==> src/rtl/pad_bank_ctrl_if.sv <==
// Core-side bus of the pad bank: per-signal I/O data/enables plus the config write port.
// Signal names carry the direction as seen from the pad-bank controller.
interface pad_bank_ctrl_if #(
    parameter int NumPads = 72,
    parameter int NumIo   = 71
);
    localparam int AddrW = (NumPads > 1) ? $clog2(NumPads) : 1;

    logic [NumIo-1:0] io_out_i;
    logic [NumIo-1:0] io_oe_i;
    logic [NumIo-1:0] io_in_o;
    logic             cfg_req_i;
    logic [AddrW-1:0] cfg_addr_i;
    logic [6:0]       cfg_wdata_i;
    logic             cfg_gnt_o;
    logic             cfg_err_o;

    modport master (
        output io_out_i, io_oe_i, cfg_req_i, cfg_addr_i, cfg_wdata_i,
        input  io_in_o, cfg_gnt_o, cfg_err_o
    );

    modport slave (
        input  io_out_i, io_oe_i, cfg_req_i, cfg_addr_i, cfg_wdata_i,
        output io_in_o, cfg_gnt_o, cfg_err_o
    );
endinterface

==> src/rtl/pad_bank_ctrl.sv <==
// Pad-bank controller: power-up sequencer, per-pad config registers (gnt +1 cycle), 2-flop input sync (+2 cycles).
// No backpressure, one config write per cycle. Define PAD_BANK_LOOPBACK_EN to add lpbk_i core-to-sync loopback.
module pad_bank_ctrl #(
    parameter int NumPads      = 72,
    parameter int NumIo        = 71,
    parameter int PwrupCycles  = 16,
    parameter int SettleCycles = 4
) (
    input  logic               clk_i,
    input  logic               rst_i,
`ifdef PAD_BANK_LOOPBACK_EN
    input  logic               lpbk_i,
`endif
    pad_bank_ctrl_if.slave     bus,
    output logic               ready_o,
    output logic [NumPads-1:0] dq,
    output logic [NumPads-1:0] enq,
    output logic [NumPads-1:0] enabq,
    input  logic [NumPads-1:0] outi,
    output logic [NumPads-1:0] drv0,
    output logic [NumPads-1:0] drv1,
    output logic [NumPads-1:0] drv2,
    output logic [NumPads-1:0] pd,
    output logic [NumPads-1:0] puq,
    output logic [NumPads-1:0] prg_slew,
    output logic [NumPads-1:0] ppen,
    output logic [NumPads-1:0] pwrup_pull_en,
    output logic [NumPads-1:0] pwrupzhl
);
    localparam int CntMax = (PwrupCycles > SettleCycles) ? PwrupCycles : SettleCycles;
    localparam int CntW   = $clog2(CntMax + 1);
    localparam logic [6:0]         CfgRst    = 7'b001_0_0_0_0;
    localparam logic [NumPads-1:0] SpareMask = ~NumPads'({NumIo{1'b1}});

    typedef enum logic [1:0] {PWRUP_HOLD, CFG_APPLY, SETTLE, ACTIVE} state_e;

    state_e          state_q, state_d;
    logic [CntW-1:0] cnt_q, cnt_d;
    logic            hold_zhl, pull_on, rx_off, cfg_vis, active;

    always_ff @(posedge clk_i) begin
        if (rst_i) begin
            state_q <= PWRUP_HOLD;
            cnt_q   <= '0;
        end else begin
            state_q <= state_d;
            cnt_q   <= cnt_d;
        end
    end

    always_comb begin
        state_d  = state_q;
        cnt_d    = cnt_q;
        hold_zhl = 1'b0;
        pull_on  = 1'b0;
        rx_off   = 1'b0;
        cfg_vis  = 1'b1;
        active   = 1'b0;
        case (state_q)
            PWRUP_HOLD: begin
                hold_zhl = 1'b1;
                pull_on  = 1'b1;
                rx_off   = 1'b1;
                cfg_vis  = 1'b0;
                if (cnt_q == CntW'(PwrupCycles - 1)) begin
                    state_d = CFG_APPLY;
                    cnt_d   = '0;
                end else begin
                    cnt_d = cnt_q + 1'b1;
                end
            end
            CFG_APPLY: begin
                pull_on = 1'b1;
                rx_off  = 1'b1;
                state_d = SETTLE;
                cnt_d   = '0;
            end
            SETTLE: begin
                if (cnt_q == CntW'(SettleCycles - 1)) begin
                    state_d = ACTIVE;
                    cnt_d   = '0;
                end else begin
                    cnt_d = cnt_q + 1'b1;
                end
            end
            ACTIVE: active = 1'b1;
            default: state_d = PWRUP_HOLD;
        endcase
    end

    assign ready_o = (state_q == ACTIVE);

    // Config registers: {drv[2:0], pd, pu, slew, ppen}; spares never store pull bits.
    logic [6:0] cfg_q [NumPads];
    logic       gnt_q, err_q;
    logic       addr_ok, addr_spare;
    logic [6:0] wdata_eff;

    assign addr_ok    = 32'(bus.cfg_addr_i) < NumPads;
    assign addr_spare = 32'(bus.cfg_addr_i) >= NumIo;
    assign wdata_eff  = addr_spare ? (bus.cfg_wdata_i & 7'b111_0_0_1_1) : bus.cfg_wdata_i;

    always_ff @(posedge clk_i) begin
        if (rst_i) begin
            for (int i = 0; i < NumPads; i++) cfg_q[i] <= CfgRst;
            gnt_q <= 1'b0;
            err_q <= 1'b0;
        end else begin
            gnt_q <= bus.cfg_req_i;
            err_q <= bus.cfg_req_i && !addr_ok;
            if (bus.cfg_req_i && addr_ok) cfg_q[bus.cfg_addr_i] <= wdata_eff;
        end
    end

    assign bus.cfg_gnt_o = gnt_q;
    assign bus.cfg_err_o = err_q;

    for (genvar i = 0; i < NumPads; i++) begin : g_pad
        logic [6:0] pin_cfg;
        assign pin_cfg     = cfg_vis ? cfg_q[i] : CfgRst;
        assign drv2[i]     = pin_cfg[6];
        assign drv1[i]     = pin_cfg[5];
        assign drv0[i]     = pin_cfg[4];
        assign pd[i]       = pin_cfg[3] | SpareMask[i];
        assign puq[i]      = ~pin_cfg[2];
        assign prg_slew[i] = pin_cfg[1];
        assign ppen[i]     = pin_cfg[0];
    end

    logic [NumPads-1:0] core_out, core_oe;
    assign core_out = NumPads'(bus.io_out_i);
    assign core_oe  = NumPads'(bus.io_oe_i);

    assign dq            = active ? core_out : '0;
    assign enq           = active ? (~core_oe | SpareMask) : '1;
    assign enabq         = {NumPads{rx_off}};
    assign pwrup_pull_en = {NumPads{pull_on}};
    assign pwrupzhl      = {NumPads{hold_zhl}};

    logic [NumIo-1:0] sync_src, sync1_q, sync2_q;
`ifdef PAD_BANK_LOOPBACK_EN
    assign sync_src = (lpbk_i && active) ? bus.io_out_i : outi[NumIo-1:0];
`else
    assign sync_src = outi[NumIo-1:0];
`endif

    // Receivers are off while enabq is high, so the synchroniser is cleared rather than sampling.
    always_ff @(posedge clk_i) begin
        if (rst_i || rx_off) begin
            sync1_q <= '0;
            sync2_q <= '0;
        end else begin
            sync1_q <= sync_src;
            sync2_q <= sync1_q;
        end
    end

    assign bus.io_in_o = sync2_q;

    if (NumPads > NumIo) begin : g_spare_rx
        logic unused_spare_rx;
        assign unused_spare_rx = ^outi[NumPads-1:NumIo];
    end
endmodule

==> src/flat_wrapper.sv <==
// flat-port wrapper written by rule: the top's interface ports become plain ports
module pad_bank_ctrl_flat 
#(
    parameter int NumPads      = 72,
    parameter int NumIo        = 71,
    parameter int PwrupCycles  = 16,
    parameter int SettleCycles = 4
)
  (clk_i, rst_i, ready_o, dq, enq, enabq, outi, drv0, drv1, drv2, pd, puq, prg_slew, ppen, pwrup_pull_en, pwrupzhl, bus_io_out_i, bus_io_oe_i, bus_cfg_req_i, bus_cfg_addr_i, bus_cfg_wdata_i, bus_io_in_o, bus_cfg_gnt_o, bus_cfg_err_o);
  pad_bank_ctrl_if #(.NumPads(NumPads), .NumIo(NumIo)) bus_i ();
  input  logic clk_i;
  input  logic rst_i;
  output logic ready_o;
  output logic [NumPads-1:0] dq;
  output logic [NumPads-1:0] enq;
  output logic [NumPads-1:0] enabq;
  input  logic [NumPads-1:0] outi;
  output logic [NumPads-1:0] drv0;
  output logic [NumPads-1:0] drv1;
  output logic [NumPads-1:0] drv2;
  output logic [NumPads-1:0] pd;
  output logic [NumPads-1:0] puq;
  output logic [NumPads-1:0] prg_slew;
  output logic [NumPads-1:0] ppen;
  output logic [NumPads-1:0] pwrup_pull_en;
  output logic [NumPads-1:0] pwrupzhl;
  input wire logic [$bits(bus_i.io_out_i)-1:0] bus_io_out_i;
  input wire logic [$bits(bus_i.io_oe_i)-1:0] bus_io_oe_i;
  input wire logic [$bits(bus_i.cfg_req_i)-1:0] bus_cfg_req_i;
  input wire logic [$bits(bus_i.cfg_addr_i)-1:0] bus_cfg_addr_i;
  input wire logic [$bits(bus_i.cfg_wdata_i)-1:0] bus_cfg_wdata_i;
  output wire logic [$bits(bus_i.io_in_o)-1:0] bus_io_in_o;
  output wire logic [$bits(bus_i.cfg_gnt_o)-1:0] bus_cfg_gnt_o;
  output wire logic [$bits(bus_i.cfg_err_o)-1:0] bus_cfg_err_o;
  assign bus_i.io_out_i = bus_io_out_i;
  assign bus_i.io_oe_i = bus_io_oe_i;
  assign bus_i.cfg_req_i = bus_cfg_req_i;
  assign bus_i.cfg_addr_i = bus_cfg_addr_i;
  assign bus_i.cfg_wdata_i = bus_cfg_wdata_i;
  assign bus_io_in_o = bus_i.io_in_o;
  assign bus_cfg_gnt_o = bus_i.cfg_gnt_o;
  assign bus_cfg_err_o = bus_i.cfg_err_o;
  pad_bank_ctrl #(.NumPads(NumPads), .NumIo(NumIo), .PwrupCycles(PwrupCycles), .SettleCycles(SettleCycles)) u_core (.clk_i(clk_i), .rst_i(rst_i), .bus(bus_i), .ready_o(ready_o), .dq(dq), .enq(enq), .enabq(enabq), .outi(outi), .drv0(drv0), .drv1(drv1), .drv2(drv2), .pd(pd), .puq(puq), .prg_slew(prg_slew), .ppen(ppen), .pwrup_pull_en(pwrup_pull_en), .pwrupzhl(pwrupzhl));
endmodule
==> config.mk <==
export PLATFORM = sky130hd
export DESIGN_NAME = pad_bank_ctrl_flat
export DESIGN_NICKNAME = d
export VERILOG_FILES = /design/src/rtl/pad_bank_ctrl_if.sv /design/src/rtl/pad_bank_ctrl.sv /design/src/flat_wrapper.sv
export SDC_FILE = /design/constraint.sdc
export NUM_CORES = 1
export LEC_CHECK = 0
export BUFFER_PORTS_ARGS = -buffer_cell sky130_fd_sc_hd__buf_2
export CAP_MARGIN = 10
export CORE_AREA = 2 2 455 457
export CTS_CLUSTER_DIAMETER = 120
export DETAILED_ROUTE_END_ITERATION = 7
export DIE_AREA = 0 0 457 459
export GPL_ROUTABILITY_DRIVEN = 0
export PLACE_DENSITY_LB_ADDON = 0.15
export SKIP_CTS_REPAIR_TIMING = 1
export SYNTH_ARGS = -nofsm -noshare
export SYNTH_HDL_FRONTEND = slang
export SYNTH_SLANG_ARGS = --single-unit
export TNS_END_PERCENT = 10
==> constraint.sdc <==
create_clock -name clk_i -period 7.8 [get_ports clk_i]
set_input_delay 0 -clock clk_i [delete_from_list [all_inputs] [get_ports clk_i]]
set_output_delay 0 -clock clk_i [all_outputs]
set_load 0.01 [all_outputs]
==> results of run 1 <==
-- cell usage after synthesis, drive strengths merged (4+ instances only) --
cell / instances
buf: 245
nand2b: 78
or2: 74
and3: 288
nand2: 225
or3: 72
clkbuf: 207
inv: 8
nand3: 9
nor2b: 366
ha: 8
a21oi: 4
nor2: 152
edfxtp: 503
nor4: 4
and2: 221
nor3: 8
dfxtp: 151
-- how the worst max path moves through the flow --
stage | from | endpoint | slack, ns
2_1_floorplan | u_core.state_q[0] | u_core.bus.io_in_o[0] | 3.29
3_3_place_gp | u_core.state_q[0] | u_core.sync1_q[22] | 4.07
3_5_place_dp | u_core.state_q[0] | u_core.sync1_q[5] | 4.04
4_1_cts | u_core.state_q[0] | drv0[44] | 3.71
5_1_grt | u_core.state_q[0] | drv0[32] | 3.42
6_report | u_core.state_q[0] | drv0[32] | 3.89
-- layout make-up --
type	instances	area (um^2)
clock buffers	113	2250
diodes	19	47.5
fillers	22649	165000
inverters	8	32.5
multi-input cells	1536	8870
well taps	2704	3380
flip-flops and latches	654	18100
clock inverters	36	422
repair buffers	1335	7450
-- metal layers --
metal	part of all wire (%)	vias up	global-route usage (%)
li1	-	10534	-
met2	45	994	21.9
met4	1.9	6	3.14
met5	0.022	-	0
met1	45	11296	18.6
met3	8.8	164	5.50
-- per-stage QoR --
| step | hold WS, ns | utilization [%] |
|---|---|---|
| detailed placement | 0.202 | 17.8 |
| finish | -0.0101 | 19.7 |
| floorplan | 0.0714 | - |
| global route | -0.0125 | 19.7 |
| CTS | -0.630 | 19.1 |
| global placement | 0.203 | 17.8 |
-- flip-flops by register name, indices dropped and copies added, names as in the netlist --
signal,count
u_core.bus.io_in_o,71
u_core.cnt_q,5
u_core.state_q,2
u_core.cfg_q,503
u_core.bus.cfg_gnt_o,1
u_core.bus.cfg_err_o,1
u_core.sync1_q,71
-- critical path, stage by stage, from the launching register on --
cell and delay [ns]:
dfxtp_1 0.37, inv_1 0.16, ha_4 0.69, buf_4 0.64, buf_4 0.80, or2_2 0.25
buf_2 0.13
-- kinds of logic after synthesis --
| family | Yosys count |
|---|---|
| buffers and inverters | 460 |
| AO/OA/AOI/OAI | 11 |
| XOR/XNOR | 2 |
| multiplexers | 3 |
| AND/OR/NAND/NOR | 1508 |
| other | 2 |
| adder cells (fa/ha/maj) | 8 |
| flip-flops | 654 |
-- layout by cell type (no fill, tap or decap), types with 14 or more instances in the layout --
cell type and instances:
clkbuf_16 85, dfxtp_1 151, clkinv_1 14, buf_4 53, buf_2 1158, or2_2 73
edfxtp_1 503, nand2b_1 78, and3_1 285, or3_1 72, diode_2 19, clkbuf_1 26
and2_1 220, nand2_1 223, dlygate4sd3_1 123, nor2_1 148, nor2b_1 366
-- power breakdown --
group / switching, mW / internal (mW)
registers: 0.0645 / 3.92
logic: 1.71 / 0.837
clock network: 1.65 / 2.26
==> qor.csv, run 1 <==
metric,value,unit
worst hold start,rst_i,
die area,210000,um^2
"Data arrival, critical path",3.91,ns
Post-Synth XOR/XNOR Area,0.0595,%
Clock Pin Slew Worst Setup and Hold Paths,0.06,ns
Worst VDD drop,171,uV
area post-placement,36600,um^2
register bit total from synthesis,654,
max-capacitance violation count,0,
final setup TNS,0,ns
crit share post-route,50.1,%
Setup WS pre-CTS,4.04,ns
final wirelength,155,mm
"Slew Viols, Final",0,
first-pass GRT wire length,204,mm
overall power,10.4,mW
pwr/cell area,257,nW/um^2
Leak,16.5,nW
vias in the first global route,21983,
post-synthesis compound-gate area fraction,0.272,%
critical path launch point type,flop,
outcome,"complete, but fails checks",
H-tree levels,3,
largest cells by area after synthesis,"edfxtp_1, dfxtp_1, nor2b_1",
worst reg2reg path endpoint,u_core.bus.io_in_o[2],
top cell type by total area after synthesis,edfxtp_1,
Slew HR,18.8,%
nets,3859,
Global Route Usage Sum,14.2,%
Post-Layout Cell Count,6405,
area delta synth->final,37.8,%
Sink Count,654,
die width,457,um
Setup CP Type,reg2out,
Worst Path Max Fanout,108,
vias per std cell,3.59,
largest family of logic cells by synthesized area,simple AND/OR/NAND/NOR gates,
setup ws final,3.89,ns
hold path depth,3,
proportion of synthesized area in mux cells,0.106,%
failing checks,hold timing,
post-route ant nets,0,
maximum number of pins on one net before global-route repair,144,
Starting Density,14.3,%
Die Ht,459,um
share of the synthesized area in the top cell type,51.3,%
Mapped Area,29500,um^2
Final Critical Period,3.91,ns
HPWL Detailed,112,mm
adder-cell share of the synthesized area,0.340,%
Min Hold Slack,-0.0101,ns
Worst Hold Class,in2reg,
Core ar.,206000,um^2
Final Skew,0.0249,ns
WHS Endpoint,u_core.sync1_q[49],
Final Setup Violations,0,
CP endpoint kind,primary output,
Fin. Hold Viols,10,
Vias,22994,
Syn Area/Cell,11.1,um^2
DR DRC count,0,
Yosys warning total,0,
num rows,167,
"Remaining Overflow, GRT",0,
fmax,256,MHz
number of flops mapped to enable cells by yosys,503,
Clock Path Buffers,3,
Unique masters post-synth,39,
CP required,7.80,ns
RSZ-0062 raised after global routing,false,
IO Port Bufs,1164,
final instance area,40600,um^2
post-DR wirelength/cell,24.2,um
"Seq/Total Area, Yosys",61.6,%
Worst-Margin Slew,1.20,ns
R2R depth,7,
R2R Path Start,u_core.state_q[1],
CTS tree,yes,
asr flop ratio synth,0,%
Cells after DPL,6113,
initial antenna violation count,37,
Syn Inst Count,2648,
drt first pass iters,7,
R2R Setup Slk,4.10,ns
post-synthesis simple-gate area fraction,28.9,%
layout cells sized above 1,38.6,%
I/O pin count,1169,
worst-skew pair later-pin latency,0.71,ns
number of DRC markers in iteration 0,1387,
Root Driver,clkbuf_16,
"Top FF cell, synth",edfxtp_1,
CTS Buf Count,85,
Power figures use the tool's default switching activity.
==> run 2, diff against run 1 <==
- CORE_AREA: 2 2 455 457 -> 2 2 460 462
- DIE_AREA: 0 0 457 459 -> 0 0 462 464
- clock period: 7.8 -> 3.65 ns (I/O delays scaled with it)
==> run 2 against run 1 <==
Compared with the run above:
- highest routed layer unchanged
- non-clock buffer count is 26 higher
- sequential share of layout area decreased by 0.63 points
- the flow now finishes without violations
- clock power up 120%
- final cell count up 2.2%
- first-iteration DRC count grew 12%
- worst hold slack improved by 0.035 ns
- power is 120% higher
- die area grew 2.2%
- global-route usage increased by 0.40 points
- utilization down 0.056 points
- via count increased by 0.43%
- register-to-register slack worse by 3.3 ns
==> qor.csv, run 2 (same netlist as run 1, synthesis figures left out) <==
metric,value,unit,change
Slew HR,30.0,%,+11 points
Biggest register,u_core.cfg_q,,
Switching Share,32.9,%,+0.13 points
Internal Pwr Total,15.2,mW,+120%
final wirelength,163,mm,+4.7%
post-route ant nets,0,,unchanged
fmax,325,MHz,
CTS tree,yes,,
Global Route Usage Sum,14.6,%,+0.40 points
H-tree levels,3,,unchanged
outcome,"finished, final reports clean",,
layout cells sized above 1,39.6,%,+0.95 points
Crit path largest cell delay,0.66,ns,-0.14 ns
critical path launch point type,flop,,
final setup TNS,0,ns,unchanged
Final Critical Period,3.08,ns,
vias per std cell,3.53,,-1.7%
Final Skew,0.0231,ns,-0.00179 ns
worst-skew pair later-pin latency,0.71,ns,about the same
post-DR wirelength/cell,24.8,um,+2.5%
slowest stage cell on the critical path,buf_4,,
CP required,3.65,ns,-4.15 ns
maximum number of pins on one net before global-route repair,160,,+11%
Worst Hold Class,in2reg,,
Worst-Margin Slew,1.05,ns,-0.152 ns
"most common cell after layout, fill and taps aside",buf_2,,
nets,3887,,+0.73%
worst hold start,outi[64],,
Min Hold Slack,0.0253,ns,+0.0353 ns
"Slew Viols, Final",0,,unchanged
clock network fraction of design power,37.6,%,about the same
"Data arrival, critical path",3.08,ns,-0.83 ns
Worst VDD drop,367,uV,+120%
hold path depth,3,,unchanged
num rows,168,,+0.60%
max FFs per register,503,,unchanged
power share of the combinational group,24.8,%,+0.5 points
CP endpoint kind,primary output,,
Clock Pin Slew Worst Setup and Hold Paths,0.06,ns,about the same
drt first pass iters,7,,unchanged
number of DRC markers in iteration 0,1555,,+12%
sw power,7.46,mW,+120%
die area,214000,um^2,+2.2%
R2R Path Start,u_core.state_q[0],,
"Core Util, Final",19.7,%,-0.056 points
most frequent cells in the layout,"buf_2, edfxtp_1, nor2b_1",,
Core ar.,209000,um^2,+1.7%
area delta synth->final,39.8,%,
first-pass GRT wire length,213,mm,+4.4%
CTS Buf Count,87,,+2.4%
vias in the first global route,22827,,+3.8%
Worst Path Max Fanout,159,,+47%
WHS Endpoint,u_core.sync1_q[64],,
pwr/cell area,550,nW/um^2,+110%
Die Ht,464,um,+1.1%
R2R depth,7,,unchanged
Seq pwr share,37.6,%,-0.5 points
Final Setup Violations,0,,unchanged
CP cell instances,inv_1 -> ha_4 -> buf_12 -> buf_4 -> or2_2 -> buf_2,,
worst reg2reg path endpoint,u_core.sync1_q[62],,
Starting Density,14.1,%,-0.24 points
initial antenna violation count,39,,+5.4%
Clock Path Buffers,3,,unchanged
Setup CP Type,reg2out,,
"Remaining Overflow, GRT",0,,unchanged
max-capacitance violation count,0,,unchanged
crit share post-route,84.3,%,
I/O pin count,1169,,unchanged
final instance area,41200,um^2,+1.4%
area post-placement,37200,um^2,+1.6%
Sink Count,654,,unchanged
Root Driver,clkbuf_16,,
Fin. Hold Viols,0,,-10
IO Port Bufs,1164,,unchanged
Leak,16.8,nW,+1.8%
Vias,23094,,+0.43%
HPWL Detailed,120,mm,+7.4%
R2R Setup Slk,0.80,ns,-3.30 ns
die width,462,um,+1.1%
DR DRC count,0,,unchanged
RSZ-0062 raised after global routing,false,,
run 2: cell types whose count changed in the layout (fill, tap and decap cells not counted), sizes merged:
cell,change
buf,+35
dlygate4sd3,-9
clkinv,+7
bufinv,-3
clkbuf,+3
diode,+2
inv,+2
run 2: metal layers:
layer | global-route usage (%) | share of wire [%] | up-vias
li1 | - | - | 10587
met1 | 18.8 | 44 | 11306
met2 | 22.2 | 44 | 1027
met3 | 6.43 | 10 | 166
met4 | 3.17 | 1.9 | 8
met5 | 1.72 | 0.48 | -
run 2: power groups by stage:
stage	logic (mW)	clock network, mW	registers, mW
finish	5.61	8.52	8.52
global placement	5.70	0	8.69
global route	6.10	9.10	8.56
CTS	5.69	8.84	8.53
detailed placement	5.68	0	8.68
floorplan	3.58	0	8.57
run 2: area by class of cell:
class	instances	area, um^2
fillers	23058	168000
flip-flops and latches	654	18100
multi-input cells	1536	8870
repair buffers	1361	7790
well taps	2805	3510
clock buffers	116	2400
clock inverters	42	387
diodes	21	52.6
inverters	8	32.5
run 2: per-stage QoR:
stage	total power [mW]	setup slack, ns	instances
2_1_floorplan	12.2	0.337	2650
3_3_place_gp	14.4	0.780	6250
3_5_place_dp	14.4	0.767	6250
4_1_cts	23.1	0.285	6408
5_1_grt	23.8	0.217	6533
6_report	22.6	0.572	6543
run 2: worst max-delay path, delay by kind of cell (launching register included):
| kind | cells | cell delay, ns |
|---|---|---|
| and+or+nand+nor | 1 | 0.23 |
| DFF | 1 | 0.38 |
| adders and majority gates | 1 | 0.27 |
| buffers and inverters | 4 | 1.33 |
run 2: worst max path at each step:
stage / slack [ns] / cells after the start / to / startpoint
final: 0.57 / 6 / drv0[40] / u_core.state_q[0]
after detailed placement: 0.77 / 6 / u_core.cfg_q[69][4] / rst_i
after CTS: 0.28 / 6 / drv0[40] / u_core.state_q[0]
after floorplan: 0.34 / 8 / u_core.bus.io_in_o[0] / u_core.state_q[0]
after global placement: 0.78 / 6 / u_core.cfg_q[69][4] / rst_i
after global routing: 0.22 / 6 / drv0[40] / u_core.state_q[0]
